[src/rtl/mem_pkg.sv]
// Shared encodings for the wait-state memory: access sizes, controller states
// and the data word width.
package mem_pkg;

  localparam int WORD_W = 32;

  localparam logic [1:0] SIZE_BYTE = 2'b00;
  localparam logic [1:0] SIZE_HALF = 2'b01;
  localparam logic [1:0] SIZE_WORD = 2'b10;

  typedef enum logic [1:0] {
    IDLE,
    WAIT,
    ACCESS,
    RESP
  } state_e;

endpackage

[src/rtl/mem_lane_align.sv]
// Combinational byte-lane steering: merges store data into the old word,
// extracts and extends load data, and flags misaligned/reserved accesses.
module mem_lane_align
  import mem_pkg::*;
(
  input  logic [1:0]        size_i,
  input  logic [1:0]        lane_i,
  input  logic              signed_i,
  input  logic [WORD_W-1:0] old_word_i,
  input  logic [WORD_W-1:0] wdata_i,
  output logic [WORD_W-1:0] store_word_o,
  output logic [WORD_W-1:0] load_data_o,
  output logic              misaligned_o
);

  logic [1:0]        lane_eff;
  logic [3:0]        byte_we;
  logic [7:0]        wbyte;
  logic [WORD_W-1:0] shifted;

  always_comb begin
    // NOTE: every output of a combinational block gets a default first so no path infers a latch.
    lane_eff     = 2'b00;
    byte_we      = 4'b1111;
    wbyte        = 8'h00;
    store_word_o = old_word_i;
    misaligned_o = 1'b0;

    // Sub-word accesses are forced onto their natural boundary; size 11 acts as a word.
    case (size_i)
      SIZE_BYTE: begin
        lane_eff = lane_i;
        byte_we  = 4'b0001 << lane_i;
      end
      SIZE_HALF: begin
        lane_eff     = {lane_i[1], 1'b0};
        byte_we      = lane_i[1] ? 4'b1100 : 4'b0011;
        misaligned_o = lane_i[0];
      end
      SIZE_WORD: begin
        misaligned_o = (lane_i != 2'b00);
      end
      default: begin
        misaligned_o = 1'b1;
      end
    endcase

    for (int b = 0; b < 4; b++) begin
      case (size_i)
        SIZE_BYTE: wbyte = wdata_i[7:0];
        SIZE_HALF: wbyte = b[0] ? wdata_i[15:8] : wdata_i[7:0];
        default:   wbyte = wdata_i[b*8 +: 8];
      endcase
      store_word_o[b*8 +: 8] = byte_we[b] ? wbyte : old_word_i[b*8 +: 8];
    end

    shifted = old_word_i >> {lane_eff, 3'b000};
    case (size_i)
      SIZE_BYTE: load_data_o = {{24{signed_i & shifted[7]}}, shifted[7:0]};
      SIZE_HALF: load_data_o = {{16{signed_i & shifted[15]}}, shifted[15:0]};
      default:   load_data_o = old_word_i;
    endcase
  end

endmodule

[src/rtl/wait_state_memory.sv]
// Byte-addressable memory with a configurable number of wait states and a
// one-cycle response strobe. Define MEM_MISALIGN_CHECK_EN to fault misaligned accesses.
module wait_state_memory
  import mem_pkg::*;
#(
  parameter int DEPTH       = 64,
  parameter int ADDR_W      = 32,
  parameter int WAIT_CYCLES = 0
) (
  input  logic              clk,
  input  logic              reset,
  input  logic              req_valid,
  output logic              req_ready,
  input  logic              req_we,
  input  logic [1:0]        req_size,
  input  logic              req_signed,
  input  logic [ADDR_W-1:0] req_addr,
  input  logic [WORD_W-1:0] req_wdata,
  output logic              rsp_valid,
  output logic [WORD_W-1:0] rsp_rdata,
  output logic              rsp_err
);

  localparam int IDX_W = $clog2(DEPTH);
  localparam int CNT_W = 8;

  state_e            state_q, state_d;
  logic [CNT_W-1:0]  cnt_q, cnt_d;
  logic              we_q;
  logic [1:0]        size_q;
  logic              signed_q;
  logic [IDX_W+1:0]  addr_q;
  logic [WORD_W-1:0] wdata_q;
  logic [WORD_W-1:0] rsp_rdata_q, rsp_rdata_d;
  logic              rsp_err_q, rsp_err_d;
  logic              capture;
  logic              mem_we;
  logic [WORD_W-1:0] mem_q [DEPTH];

  logic [IDX_W-1:0]  word_idx;
  logic [WORD_W-1:0] old_word;
  logic [WORD_W-1:0] store_word;
  logic [WORD_W-1:0] load_data;
  logic              misaligned;
  logic              fault;

  // Upper address bits are ignored so accesses wrap modulo DEPTH*4.
  if (ADDR_W > IDX_W + 2) begin : g_addr_hi
    logic unused_addr_hi;
    assign unused_addr_hi = ^req_addr[ADDR_W-1:IDX_W+2];
  end

  assign word_idx = addr_q[IDX_W+1:2];
  assign old_word = mem_q[word_idx];

  mem_lane_align u_align (
    .size_i       (size_q),
    .lane_i       (addr_q[1:0]),
    .signed_i     (signed_q),
    .old_word_i   (old_word),
    .wdata_i      (wdata_q),
    .store_word_o (store_word),
    .load_data_o  (load_data),
    .misaligned_o (misaligned)
  );

`ifdef MEM_MISALIGN_CHECK_EN
  assign fault = misaligned;
`else
  logic unused_misaligned;
  assign unused_misaligned = misaligned;
  assign fault             = 1'b0;
`endif

  always_comb begin
    state_d     = state_q;
    cnt_d       = cnt_q;
    rsp_rdata_d = rsp_rdata_q;
    rsp_err_d   = rsp_err_q;
    capture     = 1'b0;
    mem_we      = 1'b0;

    case (state_q)
      IDLE: begin
        if (req_valid) begin
          capture = 1'b1;
          if (WAIT_CYCLES == 0) begin
            state_d = ACCESS;
          end else begin
            state_d = WAIT;
            cnt_d   = CNT_W'(WAIT_CYCLES - 1);
          end
        end
      end
      WAIT: begin
        if (cnt_q == '0) state_d = ACCESS;
        else             cnt_d   = cnt_q - CNT_W'(1);
      end
      ACCESS: begin
        mem_we      = we_q & ~fault;
        rsp_rdata_d = (we_q | fault) ? '0 : load_data;
        rsp_err_d   = fault;
        state_d     = RESP;
      end
      RESP: begin
        state_d = IDLE;
      end
      default: begin
        state_d = IDLE;
      end
    endcase
  end

  // NOTE: sequential state uses non-blocking assignments so every flop samples pre-edge values.
  always_ff @(posedge clk) begin
    if (reset) begin
      state_q     <= IDLE;
      cnt_q       <= '0;
      we_q        <= 1'b0;
      size_q      <= SIZE_BYTE;
      signed_q    <= 1'b0;
      addr_q      <= '0;
      wdata_q     <= '0;
      rsp_rdata_q <= '0;
      rsp_err_q   <= 1'b0;
    end else begin
      state_q     <= state_d;
      cnt_q       <= cnt_d;
      rsp_rdata_q <= rsp_rdata_d;
      rsp_err_q   <= rsp_err_d;
      if (capture) begin
        we_q     <= req_we;
        size_q   <= req_size;
        signed_q <= req_signed;
        addr_q   <= req_addr[IDX_W+1:0];
        wdata_q  <= req_wdata;
      end
    end
  end

  // NOTE: the array is cleared by reset, so it is built from flops rather than a RAM macro.
  always_ff @(posedge clk) begin
    if (reset) begin
      for (int i = 0; i < DEPTH; i++) mem_q[i] <= '0;
    end else if (mem_we) begin
      mem_q[word_idx] <= store_word;
    end
  end

  assign req_ready = (state_q == IDLE);
  assign rsp_valid = (state_q == RESP);
  assign rsp_rdata = rsp_rdata_q;
  assign rsp_err   = rsp_err_q;

endmodule

[config.mk]
export PLATFORM = sky130hd
export DESIGN_NAME = wait_state_memory
export DESIGN_NICKNAME = d
export VERILOG_FILES = /design/src/rtl/mem_pkg.sv /design/src/rtl/mem_lane_align.sv /design/src/rtl/wait_state_memory.sv
export SDC_FILE = /design/constraint.sdc
export NUM_CORES = 2
export LEC_CHECK = 0
export CAP_MARGIN = 20
export CORE_MARGIN = 1.5
export CORE_UTILIZATION = 39
export DETAILED_ROUTE_END_ITERATION = 12
export GPL_ROUTABILITY_DRIVEN = 0
export MAX_ROUTING_LAYER = met4
export PLACE_DENSITY_LB_ADDON = 0.1
export SETUP_SLACK_MARGIN = 0.5
export SLEW_MARGIN = 20
export SYNTH_ARGS = -nofsm -noshare
export SYNTH_HDL_FRONTEND = slang
export SYNTH_HIERARCHICAL = 1
export SYNTH_SLANG_ARGS = --single-unit
[constraint.sdc]
create_clock -name clk -period 5.5 [get_ports clk]
set_input_delay 1.375 -clock clk [delete_from_list [all_inputs] [get_ports clk]]
set_output_delay 1.375 -clock clk [all_outputs]
set_load 0.005 [all_outputs]
# Word-level counts from Yosys, hierarchy flattened

Memories as Yosys holds them, arrays and structs flattened. A register that Yosys moved wholly into a read port is not among the register bits.
Index checks and enable logic that the tools add are counted.

Output and inout port bits: 35
Bits in registers: 86
Bits in writable memories: 2048
Input port bits: 71
Memories: 1

Memory list:

| memory | words | width | read ports | clocked after memory_dff | wr ports | RTL line                | text |
|---|---|---|---|---|---|---|---|
| mem_q  | 64    | 32    | 1          | 1                        | 64       | wait_state_memory.sv:38 | `logic [WORD_W-1:0] mem_q [DEPTH];` |

Equality and inequality tests: 6
Muxes and demuxes: 28
Reductions and logical operators: 7
Bitwise gates (word level): 3
Shifts and indexed selects: 2
Add/subtract/negate cells: 1

Operators with widths:

| cell                | number |
|---|---|
| $mux 32             | 2 |
| $pmux 32 s2         | 1 |
| $mux 8              | 6 |
| $reduce_or 32->1    | 1 |
| $shr 32x5->16       | 1 |
| $mux 6              | 3 |
| $pmux 8 s2          | 1 |
| $mux 1              | 9 |
| $logic_not 8->1     | 1 |
| $pmux 2 s4          | 1 |
| $pmux 4 s2          | 1 |
| $sub 8x1->8 const B | 1 |
| $eq 2x1->1 const B  | 2 |
| $eq 2x2->1 const B  | 2 |
| $logic_not 2->1     | 2 |
| $mux 2              | 2 |
| $mux 4              | 1 |
| $ne 2x2->1 const B  | 2 |
| $pmux 2 s2          | 1 |
| $reduce_and 2->1    | 2 |
| $shl 1x2->4 const A | 1 |
| $and 1x1->1         | 2 |
| $reduce_or 2->1     | 1 |
| $not 1->1           | 1 |

# Logic depth before layout (Yosys ltp)

Depth after elaboration: 7
Depth in mapped cells: 18
Depth with buffers taken out: 12

# Modules after synthesis

Netlist, hierarchy kept.

Modules (own cells, without submodules):

| module            | area an instance (µm²) | seq. area each (µm²) | cells each | instances |
|---|---|---|---|---|
| wait_state_memory | 96033.4                | 63340.7              | 6322       | 1 |
| mem_lane_align    | 1385.1                 | 0.0                  | 247        | 1 |

# Least setup slack after synthesis

No wires, ideal clock.

Path kind: reg2reg
Start point: register (tool-made name)
End point: register rsp_rdata_q[8], in the netlist rsp_rdata[8]
Data required time: 5.372 ns
Stages on the path, launching flop included: 14
Period minus slack after synthesis: 3.394 ns
Setup slack: 2.106 ns
Arrival time: 3.266 ns
Path through: dfxtp_1 -> buf_2 -> buf_2 -> mux4_2 -> mux2_2 -> o211ai_1 -> a21oi_1 -> or4_4 -> and4_1 -> buf_6 -> a221o_1 -> nor3b_1 -> a21oi_1 -> nor2_1

RTL lines:

| what                   | RTL line                 | text |
|---|---|---|
| end signal: assignment | wait_state_memory.sv:129 | `rsp_rdata_q <= rsp_rdata_d;` |
| end: declaration       | wait_state_memory.sv:34  | `logic [WORD_W-1:0] rsp_rdata_q, rsp_rdata_d;` |

==> report_table.html <==
<table>
<tr><th>Metric</th><th>Value</th></tr>
<tr><th colspan="2">Timing</th></tr>
<tr><td>Unrepaired setup endpoints after global routing</td><td>false</td></tr>
<tr><td>Setup violations, final</td><td>0</td></tr>
<tr><td>Crit path time final</td><td>about 5 ns</td></tr>
<tr><td>Max-Slew Margin vs Limit</td><td>21.3%</td></tr>
<tr><td>Final worst-path setup slack</td><td>around 0.49 ns</td></tr>
<tr><td>Setup TNS</td><td>0 ns</td></tr>
<tr><td>Post-route clock period utilization</td><td>91.2%</td></tr>
<tr><td>Clock skew after layout</td><td>0.0509 ns</td></tr>
<tr><td>Achievable Freq</td><td>0.199 GHz</td></tr>
<tr><td>Final Max Tran Viols</td><td>0</td></tr>
<tr><td>Final count of hold timing violations</td><td>0</td></tr>
<tr><td>Worst slew pin tran</td><td>approximately 1.2 ns</td></tr>
<tr><th colspan="2">CTS</th></tr>
<tr><td>Insertion delay to the later sink of the worst-skew pair</td><td>about 0.90 ns</td></tr>
<tr><td># Post-CTS Setup Buffers</td><td>0</td></tr>
<tr><td>Clock net sink count</td><td>2140</td></tr>
<tr><td>Num CTS Buffers</td><td>230</td></tr>
<tr><td>Total of cells resized after clock tree synthesis</td><td>0</td></tr>
<tr><td>CTS tree</td><td>built</td></tr>
<tr><td>Total number of H-tree levels</td><td>4</td></tr>
<tr><td>CTS clock-pin slew for the worst setup and hold paths</td><td>approximately 0.06 ns</td></tr>
<tr><td>Largest buffer count on any clock path</td><td>3</td></tr>
<tr><td>CTS Hold Buffers Added</td><td>0</td></tr>
<tr><td>Clock root cell</td><td>sky130_fd_sc_hd__clkbuf_16</td></tr>
<tr><th colspan="2">Critical path</th></tr>
<tr><td>Crit-path slowest cell</td><td>sky130_fd_sc_hd__nor4_1</td></tr>
<tr><td>Maximum fanout encountered on the critical timing path</td><td>51</td></tr>
<tr><td>Largest incremental delay on the critical path</td><td>between 0.8 and 0.9 ns</td></tr>
<tr><td>Cell type group with the largest total delay on the critical path</td><td>simple AND/OR/NAND/NOR gates</td></tr>
<tr><td>Arr. time, crit path</td><td>between 5 and 6 ns</td></tr>
<tr><td>Start-to-end type of the worst setup path</td><td>reg2reg</td></tr>
<tr><td>Kind of start point of the critical path</td><td>flip-flop</td></tr>
<tr><td>Data required time of the worst path</td><td>6.22 ns</td></tr>
<tr><td>Number of buffers and inverters on the critical path</td><td>4</td></tr>
<tr><td>Critical-path cell list</td><td>buf_12, buf_12, mux4_2, o22ai_1, nor4_1, nor2_1, buf_4, a21oi_1, nand2_1, nand2_2, buf_4, and2_1</td></tr>
<tr><td>Setup crit end kind</td><td>flip-flop</td></tr>
<tr><th colspan="2">Min path</th></tr>
<tr><td>Worst hold path type</td><td>reg2reg</td></tr>
<tr><th colspan="2">Pwr</th></tr>
<tr><td>Peak VDD IR</td><td>254 µV</td></tr>
<tr><td>Power density normalized to cell area</td><td>approximately 350 mW/mm²</td></tr>
<tr><td>Post-layout power</td><td>39.0 mW</td></tr>
<tr><td>LEAKAGE</td><td>39.0 nW</td></tr>
<tr><th colspan="2">Route</th></tr>
<tr><td>Aggregate routed wire length</td><td>roughly 320000 µm</td></tr>
<tr><td>Average via count per standard cell</td><td>roughly 5.5</td></tr>
<tr><td>DRC</td><td>0</td></tr>
<tr><td>Initial detailed-routing violation count</td><td>6477</td></tr>
<tr><td>Via Count</td><td>55900</td></tr>
<tr><td>Number of nets with antenna violations after routing</td><td>0</td></tr>
<tr><td>Wire per inst</td><td>31.4 µm</td></tr>
<tr><td>Number of detailed-routing iterations run before antenna repair</td><td>6</td></tr>
<tr><th colspan="2">Synthesis</th></tr>
<tr><td>Net Count, Synth</td><td>6638</td></tr>
<tr><td>Number of cells produced by synthesis</td><td>6566</td></tr>
<tr><td>Netlist area before placement</td><td>0.0974 mm²</td></tr>
<tr><td>Post-Syn Area per Cell</td><td>between 10 and 15 µm²</td></tr>
<tr><td>Yosys warns</td><td>6</td></tr>
<tr><th colspan="2">Die</th></tr>
<tr><td>Overall die area</td><td>approximately 0.25 mm²</td></tr>
<tr><td>Die width</td><td>503 µm</td></tr>
<tr><td>Initial standard-cell utilization of the core</td><td>between 30% and 40%</td></tr>
<tr><td>Die Height</td><td>about 500 µm</td></tr>
<tr><td>Number of I/O pins</td><td>106</td></tr>
<tr><td>Core footprint</td><td>around 0.25 mm²</td></tr>
<tr><td>Rows</td><td>183</td></tr>
<tr><th colspan="2">Finish</th></tr>
<tr><td>P&amp;R area growth vs syn</td><td>13.5%</td></tr>
<tr><td>Post-layout net count</td><td>6628</td></tr>
<tr><td>Share of final-layout standard cells stronger than drive strength 1</td><td>20.3%</td></tr>
<tr><td>Filler cell count</td><td>21900</td></tr>
<tr><th colspan="2">Global route</th></tr>
<tr><td>Aggregate global routing overflow</td><td>0</td></tr>
<tr><td>Global routing usage summed across all routing layers</td><td>25.8%</td></tr>
<tr><td>Vias in the first global route</td><td>around 55000</td></tr>
<tr><td>Number of antenna violations at the first check in global routing</td><td>25</td></tr>
<tr><td>Maximum number of pins on one net before global-route repair</td><td>104</td></tr>
<tr><td>First-pass GRT wire length</td><td>441000 µm</td></tr>
<tr><th colspan="2">Status</th></tr>
<tr><td>Run status</td><td>completed</td></tr>
<tr><th colspan="2">Place</th></tr>
<tr><td>Count of input and output buffers</td><td>80</td></tr>
<tr><td>Pre-CTS setup slack</td><td>0.646 ns</td></tr>
<tr><td>HPWL after detailed placement</td><td>roughly 190000 µm</td></tr>
<tr><th colspan="2">Job</th></tr>
<tr><td>Count of maximum capacitance violations</td><td>0</td></tr>
</table>
[where the power goes]
| group | switching, mW | internal (mW) | leakage, nW | total (mW) |
|---|---|---|---|---|
| Clock | 6.62 | 8.31 | 3.46 | 14.9 |
| Combinational | 3.88 | 1.60 | 13.6 | 5.47 |
| Sequential | 0.233 | 18.4 | 21.9 | 18.6 |
[through the flow]
step / instances / hold slack (ns) / utilization [%] / area [µm²]
after floorplan: 6566 / 0.433 / - / 97400
after detailed placement: 9654 / 0.453 / 41.6 / 103000
after CTS: 10100 / 0.462 / 44.5 / 110000
after global routing: 10100 / 0.491 / 44.5 / 111000
final: 10100 / 0.463 / 44.5 / 111000
after global placement: 9651 / 0.448 / 41.6 / 103000
[final timing paths]
| kind | start | to | slack (ns) | cells past startpoint |
|---|---|---|---|---|
| setup / recovery | flip-flop | mem_q[5][2]$_SDFFCE_PN0P_ | 0.49 | 12 |
| hold / removal | wdata_q[22]$_SDFFE_PP0P_ | wdata_q[22]$_SDFFE_PP0P_ | 0.46 | 2 |
| setup reg to reg | flip-flop | mem_q[5][2]$_SDFFCE_PN0P_ | 0.49 | 12 |
| hold reg to reg | wdata_q[22]$_SDFFE_PP0P_ | wdata_q[22]$_SDFFE_PP0P_ | 0.46 | 2 |
[worst reg2reg max path, stage by stage, from the launching register on]
cell and delay, ns:
sky130_fd_sc_hd__dfxtp_4 0.67, sky130_fd_sc_hd__buf_12 0.28, sky130_fd_sc_hd__buf_12 0.36, sky130_fd_sc_hd__mux4_2 0.48, sky130_fd_sc_hd__o22ai_1 0.24, sky130_fd_sc_hd__nor4_1 0.87
sky130_fd_sc_hd__nor2_1 0.09, sky130_fd_sc_hd__buf_4 0.20, sky130_fd_sc_hd__a21oi_1 0.71, sky130_fd_sc_hd__nand2_1 0.17, sky130_fd_sc_hd__nand2_2 0.13, sky130_fd_sc_hd__buf_4 0.38
sky130_fd_sc_hd__and2_1 0.28
[registers in the layout, summed over array words and instances, names as in the netlist, named ones only]
signal	flops
mem_q	2048
rsp_rdata	32
wdata_q	32
addr_q	8
cnt_q	8
size_q	2
state_q	2
signed_q	1
we_q	1
[layer usage]
| metal | vias up | track usage, % | wire length, µm |
|---|---|---|---|
| met2 | 1940 | 38.3 | 143000 |
| li1 | 24000 | - | - |
| met4 | 0 | 6.70 | 7990 |
| met5 | - | - | 0 |
| met1 | 29700 | 36.7 | 143000 |
| met3 | 341 | 4.30 | 22500 |
[cells in the final DEF, fill, tap and decap left out, types with 79 or more instances in the layout]
| master | count |
|---|---|
| sky130_fd_sc_hd__dfxtp_1 | 85 |
| sky130_fd_sc_hd__a21oi_1 | 120 |
| sky130_fd_sc_hd__and2_1 | 2052 |
| sky130_fd_sc_hd__o22ai_1 | 125 |
| sky130_fd_sc_hd__mux4_2 | 496 |
| sky130_fd_sc_hd__nor2_1 | 97 |
| sky130_fd_sc_hd__edfxtp_1 | 2048 |
| sky130_fd_sc_hd__nand2_1 | 247 |
| sky130_fd_sc_hd__clkdlybuf4s50_1 | 79 |
| sky130_fd_sc_hd__clkbuf_16 | 233 |
| sky130_fd_sc_hd__buf_4 | 281 |
| sky130_fd_sc_hd__mux2i_1 | 105 |
[cell type report]
class | count | area, µm² | area share (%)
sequential | 2140 | 63400 | 57.3
multi-input combinational | 3754 | 31700 | 28.7
clock buffer | 308 | 6130 | 5.55
tap | 3330 | 4170 | 3.77
timing repair buffer | 423 | 4160 | 3.76
clock inverter | 119 | 971 | 0.878
antenna | 15 | 37.5 | 0.0340
inverter | 7 | 27.5 | 0.0249
Note: power is estimated with default switching activity, not from simulation.
